## src/rtl/avalon_arbiter_2to1.sv

```systemverilog
// rtl/avalon_arbiter_2to1.sv - round-robin 2:1 Avalon-MM arbiter with in-order read tag FIFO
//
// Ports:
//   clk, reset          rising-edge clock, synchronous active-high reset
//   ifetch_*            requester 0 (instruction fetch), agent side
//   dmem_*              requester 1 (data access), agent side
//   mem_*               shared downstream host port
//   err_spurious        sticky: readdatavalid seen with no read outstanding
module avalon_arbiter_2to1 #(
  parameter int MAX_OUTSTANDING = 4
) (
  input  logic        clk,
  input  logic        reset,

  input  logic [31:0] ifetch_address,
  input  logic [3:0]  ifetch_byteenable,
  input  logic        ifetch_read,
  input  logic        ifetch_write,
  input  logic [31:0] ifetch_host_to_agent,
  output logic        ifetch_waitrequest,
  output logic [31:0] ifetch_agent_to_host,
  output logic        ifetch_readdatavalid,

  input  logic [31:0] dmem_address,
  input  logic [3:0]  dmem_byteenable,
  input  logic        dmem_read,
  input  logic        dmem_write,
  input  logic [31:0] dmem_host_to_agent,
  output logic        dmem_waitrequest,
  output logic [31:0] dmem_agent_to_host,
  output logic        dmem_readdatavalid,

  output logic [31:0] mem_address,
  output logic [3:0]  mem_byteenable,
  output logic        mem_read,
  output logic        mem_write,
  output logic [31:0] mem_host_to_agent,
  input  logic        mem_waitrequest,
  input  logic [31:0] mem_agent_to_host,
  input  logic        mem_readdatavalid,

  output logic        err_spurious
);

  localparam int PTR_W = $clog2(MAX_OUTSTANDING);
  localparam int CNT_W = PTR_W + 1;

  logic                       last_winner;
  logic                       lock;
  logic                       grant_q;
  logic [PTR_W-1:0]           wr_ptr;
  logic [PTR_W-1:0]           rd_ptr;
  logic [CNT_W-1:0]           count;
  logic [MAX_OUTSTANDING-1:0] tags;

  logic req0;
  logic req1;
  logic grant;
  logic g_read;
  logic g_write;
  logic full;
  logic fifo_empty;
  logic grant_wait;
  logic accepted;
  logic push;
  logic pop;
  logic head_id;

  assign req0 = ifetch_read | ifetch_write;
  assign req1 = dmem_read | dmem_write;

  // While locked the previous grant is held so a stalled command cannot be
  // pre-empted; otherwise a tie goes to whoever did not win last.
  always_comb begin
    grant = 1'b0;
    if (lock)
      grant = grant_q;
    else if (req0 && req1)
      grant = ~last_winner;
    else if (req1)
      grant = 1'b1;
  end

  assign g_read  = grant ? dmem_read  : ifetch_read;
  assign g_write = grant ? dmem_write : ifetch_write;

  // Fullness uses the registered count, so a pop in the same cycle does not
  // let a new read through.
  assign full       = (count == CNT_W'(MAX_OUTSTANDING));
  assign fifo_empty = (count == '0);

  assign mem_read          = !reset && g_read && !full;
  assign mem_write         = !reset && g_write;
  assign mem_address       = grant ? dmem_address         : ifetch_address;
  assign mem_byteenable    = grant ? dmem_byteenable      : ifetch_byteenable;
  assign mem_host_to_agent = grant ? dmem_host_to_agent   : ifetch_host_to_agent;

  assign grant_wait         = reset || (g_read && full) || mem_waitrequest;
  assign ifetch_waitrequest = grant ? 1'b1 : grant_wait;
  assign dmem_waitrequest   = grant ? grant_wait : 1'b1;

  assign accepted = (mem_read || mem_write) && !mem_waitrequest;
  assign push     = accepted && mem_read;
  assign pop      = mem_readdatavalid && !fifo_empty && !reset;
  assign head_id  = tags[rd_ptr];

  assign ifetch_agent_to_host = mem_agent_to_host;
  assign dmem_agent_to_host   = mem_agent_to_host;
  assign ifetch_readdatavalid = pop && !head_id;
  assign dmem_readdatavalid   = pop && head_id;

  always_ff @(posedge clk) begin
    if (reset) begin
      last_winner  <= 1'b1;
      lock         <= 1'b0;
      grant_q      <= 1'b0;
      wr_ptr       <= '0;
      rd_ptr       <= '0;
      count        <= '0;
      err_spurious <= 1'b0;
    end else begin
      grant_q <= grant;
      if (accepted) begin
        last_winner <= grant;
        lock        <= 1'b0;
      end else if ((mem_read || mem_write) && mem_waitrequest) begin
        lock <= 1'b1;
      end

      if (push)
        wr_ptr <= wr_ptr + PTR_W'(1);
      if (pop)
        rd_ptr <= rd_ptr + PTR_W'(1);

      case ({push, pop})
        2'b10:   count <= count + CNT_W'(1);
        2'b01:   count <= count - CNT_W'(1);
        default: count <= count;
      endcase

      if (mem_readdatavalid && fifo_empty)
        err_spurious <= 1'b1;
    end
  end

  // Tag storage needs no reset: entries are only read when count says valid.
  always_ff @(posedge clk) begin
    if (!reset && push)
      tags[wr_ptr] <= grant;
  end

endmodule

```

## config.mk

```make
export PLATFORM = sky130hd
export DESIGN_NAME = avalon_arbiter_2to1
export DESIGN_NICKNAME = d
export VERILOG_FILES = /design/src/rtl/avalon_arbiter_2to1.sv
export SDC_FILE = /design/constraint.sdc
export NUM_CORES = 1
export LEC_CHECK = 0
export CORE_AREA = 3 3 122 124
export DETAILED_ROUTE_END_ITERATION = 8
export DIE_AREA = 0 0 125 127
export PLACE_DENSITY_LB_ADDON = 0.1
export SETUP_SLACK_MARGIN = 0.5
export SYNTH_ARGS = -nofsm -noshare
export SYNTH_HDL_FRONTEND = slang
export SYNTH_SLANG_ARGS = --single-unit
```

## constraint.sdc

```tcl
create_clock -name clk -period 3.4 [get_ports clk]
set_input_delay 1.02 -clock clk [delete_from_list [all_inputs] [get_ports clk]]
set_output_delay 1.02 -clock clk [all_outputs]
set_load 0.01 [all_outputs]
```

======== Word level (Yosys, flattened, before mapping) ========
Index checks and enable logic that the tools add are counted.
storage, ports and cells
  memories kept ........................... 0
  latch bits .............................. 0
  logic and storage cells ................. 63
  bits in read-only memories .............. 0
  bits of input ports ..................... 176
  bits in writable memories ............... 0
  register bits after elaboration ......... 15
  output and inout bits ................... 139
operators by class
  bitwise logic cells ..................... 3
  add/sub/neg operators ................... 4
  reductions and logical operators ........ 26
  multiply operators ...................... 0
  magnitude comparators ................... 3
  equal/unequal tests ..................... 3
  divide/modulo/power cells ............... 0
  shift-type cells ........................ 0
  multiplexer cells ....................... 16
operator list
  kind                                                               count
  two-way mux 32 bit                                                 2
  logical AND 1 bit                                                  15
  two-way mux 1 bit                                                  9
  less-than comparator 2 x 3 -> 1 bit, second input constant         2
  one-hot mux 3 bit (2 select lines)                                 1
  zero test 1 bit                                                    5
  adder 2 x 1 -> 2 bit, second input constant                        2
  bitwise mux 4 bit                                                  1
  two-way mux 4 bit                                                  1
  adder 3 x 1 -> 3 bit, second input constant                        1
  equality test 3 bit, second input constant                         1
  zero test 3 bit                                                    1
  logical OR 1 bit                                                   3
  subtractor 3 x 1 -> 3 bit, second input constant                   1
  binary-select mux 1 bit (select 2 bit)                             1
  demux 1 bit (select 2 bit)                                         1
  equality test 2 x 1 -> 1 bit, second input constant                1
  equality test 2 bit, second input constant                         1
  greater-or-equal comparator 2 x 1 -> 1 bit, second input constant  1
  OR 1 bit                                                           2
  nonzero test 2 bit                                                 1
  OR reduction 2 bit                                                 1
  inverter 1 bit                                                     1

======== Longest topological paths before layout ========
  depth after elaboration ................. 12
  depth in mapped cells ................... 11
  mapped depth without buffers ............ 10

======== Worst setup path after synthesis ========
OpenSTA, ideal clock, no wires.
  path kind ............................... input-to-output
  from .................................... input port ifetch_write
  to ...................................... output port mem_host_to_agent[16]
  path buffers ............................ 1
  stages .................................. 5
  data required time ...................... 2.380 ns
  setup slack ............................. 0.246 ns
  data arrival time ....................... 2.134 ns
  cells stage by stage .................... o21ai_2 > inv_1 > o21ai_4 > buf_4 > mux2_1
on the way
  word-level cells in the longest chain between the ends .. 5
ends and longest elaborated chain
  item                RTL line  RTL
  start: declaration  18        input logic ifetch_write,
  OR 1 bit            69        assign req0 = ifetch_read | ifetch_write;
  logical AND 1 bit   78        else if (req0 && req1)
  two-way mux 1 bit   78
  two-way mux 1 bit   76        if (lock)
  named net grant     58        logic grant;
  two-way mux 32 bit  96        assign mem_host_to_agent = grant ? dmem_host_to_agent : ifetch_host_to_agent;
  end: declaration    37        output logic [31:0] mem_host_to_agent,
The timed path passes the listed nets, and every way through them passes these cells.

======== Worst setup path after layout ========
  from .................................... input port ifetch_write
  to ...................................... output port mem_address[15]
on the way
  word-level cells in the longest chain between the ends .. 5
ends and longest elaborated chain
  item                RTL line  RTL
  OR 1 bit            69
  logical AND 1 bit   78
  two-way mux 1 bit   78
  two-way mux 1 bit   76
  two-way mux 32 bit  94        assign mem_address = grant ? dmem_address : ifetch_address;
  end: declaration    33        output logic [31:0] mem_address,
No other way between the ends.

==> impl_results.md <==
* Final estimated routing congestion in global placement at 0.8307
* Top layer reached by signal wires: met4
* CP max stage delay at 290 ps
* DR pass1 iterations at 4
* Core area at 13880 µm²
* Total Neg Setup Slack at -1851 ps
* Cts bufs inserted at 3
* Setup Viol. Count Final at 22
* Clock latency on the worst-skew pair at 240 ps
* Dominant cells by area after synthesis: mux2_2 (32%), buf_4 (23%), dfxtp_1 (10%)
* Pins Over Slew Limit at 0
* FMAX at 278.0 MHz
* HPWL after detailed placement at 9.434 mm
* CTS tree: built
* Hold buffers post-CTS at 0
* Met3 WL post-DR at 1.251 mm
* Final critical-path share of the clock period at 105.8%
* Nets@finish at between 600 and 700
* Pwr dens at about 280 nW/µm²
* Die area at 15880 µm²
* Final antenna-violating net count at 0
* Worst setup path startpoint: ifetch_write
* RSZ-0062 raised after global routing: true
* Syn avg cell area at 9.400 µm²
* Initial Util at 15.85%
* First-pass GRT wire length at 17.24 mm
* DR WL/cell at 18.67 µm
* CTS sink cnt at 15
* Reg2reg end: count[2]
* Root buf cell: clkbuf_16
* Met1 Routed Length at 4.700 mm
* Vias in the first global route at 2620
* Number of diodes at 0
* CP endpoint kind: output port
* Io pins at 315
* Total power draw at 0.001489 W
* CP arrival at between 2000 and 3000 ps
* Yosys cell types at 39
* Setup ws final at -196.9 ps
* Worst r2r path cells at 18
* Inst Count DP at 589
* IO buf count at 218
* CP max-delay cell: mux2_4
* Clk buf depth at 2
* Register area share after synthesis at 15.47%
* FF-to-FF setup slack at 380 ps
* Worst reg2reg path startpoint: lock
* Reg area at around 340 µm²
* Synth Register Bits at 15
* Final hold vios at 0
* Data required time of the worst path at 2380 ps
* DR iter-0 viols at 77
* Crit-path cells: buf_8 -> o21ai_4 -> inv_2 -> o21ai_4 -> buf_6 -> buf_6 -> buf_12 -> buf_8 -> buf_6 -> buf_6 -> buf_6 -> mux2_4 -> buf_6
* Final Non-Filler Cells at 632
* Initial antenna violation count at 0
* Number of enable flip-flop cells after synthesis at 4
* Peak supply drop at approximately 0.22 mV
* Crit path time final at about 3600 ps
* Pin count of the biggest net entering global routing at 12
* Leak at 2.306 nW
* Crit path kind: input pin to output port
* CP dominant cell by count: buf_6
* Mapped Nets at 416
* HP Class: flop to flop
* Startpoint types: input pin
* Peak fanout along the critical path at 4
* Mapped Area at ~2200 µm²
* Top-area cell type share of the netlist area at about a third
* Die X at 125 µm
* Fillers at 1400
* Outcome: complete, but fails checks
* Via/cell ratio at 3.896
* Reg clk slew, reported paths at 40 ps
* Post-synthesis async set-or-reset flop share at 0%
* DRC Markers at 0
* Rows at 43
* Slew Limit Headroom at 80.44%
* Die Y at 127 µm
* Syn Inst Count at 234
* Final Skew at ~2.8 ps
* Vias at 2462
* Grt ovf at 0
* Final WL at 11.80 mm
* Area grow syn2layout at 139.4%
* Leading area contributor after synthesis: mux2_2
* Multi-input gate area at 1613 µm²
* Max H-tree Level at 1
* Critical Path Sink: mem_address[15]
* Slew at the pin closest to its max-slew limit at 292.3 ps
* Met2 routed WL at 5.805 mm
* Share of layout cells above drive strength 1 at 52.43%
* Syn. warnings at 0
* Max_cap viols at 0
* Failing checks: negative setup slack
* Primary FF master, synth: dfxtp_1
* Gr usage total at 13.92%
## cells in the mapped netlist (3+ instances only)
library cell,instances
edfxtp_1,4
mux2_2,63
nand2_1,6
a21oi_1,4
buf_4,67
inv_1,10
nor2_1,15
mux2_1,5
xor2_1,3
ha_1,5
buf_6,4
and2_1,5
dfxtp_1,11
## kinds of logic (layout without fill, tap and decap cells)
group	after synthesis	count (layout)	synth area share (%)
buffers and inverters	83	301	27.02
AO/OA/AOI/OAI	18	18	6.940
XOR/XNOR	5	5	1.991
AND/OR/NAND/NOR	36	36	8.077
adder cells (fa/ha/maj)	6	6	3.754
multiplexers	71	71	36.75
flip-flops	15	15	15.47
## how the worst min path moves through the flow
stage / start / to / cells after the start
finish: err_spurious / err_spurious / 2
global route: err_spurious / err_spurious / 2
CTS: err_spurious / err_spurious / 2
detailed placement: err_spurious / err_spurious / 2
global placement: err_spurious / err_spurious / 2
floorplan: count[2] / count[2] / 2
## per-layer routing
layer  track usage, %  up-vias
met1            16.84     1132
met5                0        -
met2            23.51      159
met4            1.531        0
li1                 -     1167
met3            6.438        4
## final cells by class
cell class / instances / area share (%)
inverters: 10 / 0.7128
clock buffers: 4 / 1.497
flip-flops and latches: 15 / 6.462
multi-input cells: 136 / 30.62
repair buffers: 287 / 56.43
well taps: 180 / 4.277
## repair_timing
action                                  CTS  global route
pin swaps                                11            10
gates resized for setup                 294           162
buffers inserted                         29             9
gates cloned                              1             0
endpoints found under the setup margin   76            77
## power breakdown
part | leakage (nW) | total, W | switching [W] | internal, W
sequential | 0.127 | 0.000213 | 0.0000155 | 0.000197
combinational | 2.14 | 0.00105 | 0.000352 | 0.000701
clock | 0.0382 | 0.000224 | 0.0000657 | 0.000158
total | 2.31 | 0.00149 | 0.000433 | 0.00106
## metrics by stage
stage | hold slack [ps] | setup slack (ps) | instance area (µm²) | util [%]
floorplan | 474.9 | 328.1 | 2462 | -
global placement | 460.4 | -682.7 | 4589 | 33.06
detailed placement | 465.2 | -684.9 | 4589 | 33.06
CTS | 480.8 | -228.5 | 4992 | 35.97
global route | 534.7 | -264.3 | 5266 | 37.94
finish | 493.3 | -196.9 | 5266 | 37.94
## state kept, by name, indices dropped and copies added (netlist names)
| signal | cells |
|---|---|
| tags | 4 |
| count | 3 |
| rd_ptr | 2 |
| wr_ptr | 2 |
| err_spurious | 1 |
| grant_q | 1 |
| last_winner | 1 |
| lock | 1 |
## cell usage in the layout, fill, tap and decap left out, types with 3 or more instances in the layout
cell type / synthesis / final
a21oi_1: 4 / 3
nand2_1: 6 / 6
and2_1: 5 / 4
clkbuf_2: 1 / 5
mux2_4: 0 / 66
buf_12: 0 / 6
edfxtp_1: 4 / 4
dlygate4sd2_1: 0 / 5
dfxtp_1: 11 / 11
inv_2: 0 / 3
o21ai_4: 1 / 3
clkbuf_16: 0 / 3
buf_4: 67 / 32
buf_8: 0 / 9
buf_6: 4 / 86
buf_2: 0 / 4
inv_1: 10 / 7
clkdlybuf4s50_1: 0 / 138
ha_1: 5 / 4
nor2_1: 15 / 13
## critical path, delay by kind of cell
kind	cells	cell delay, ps
AOI/OAI and AO/OA	2	320
buffers and inverters	10	940
muxes	1	290
Power figures use the tool's default switching activity.
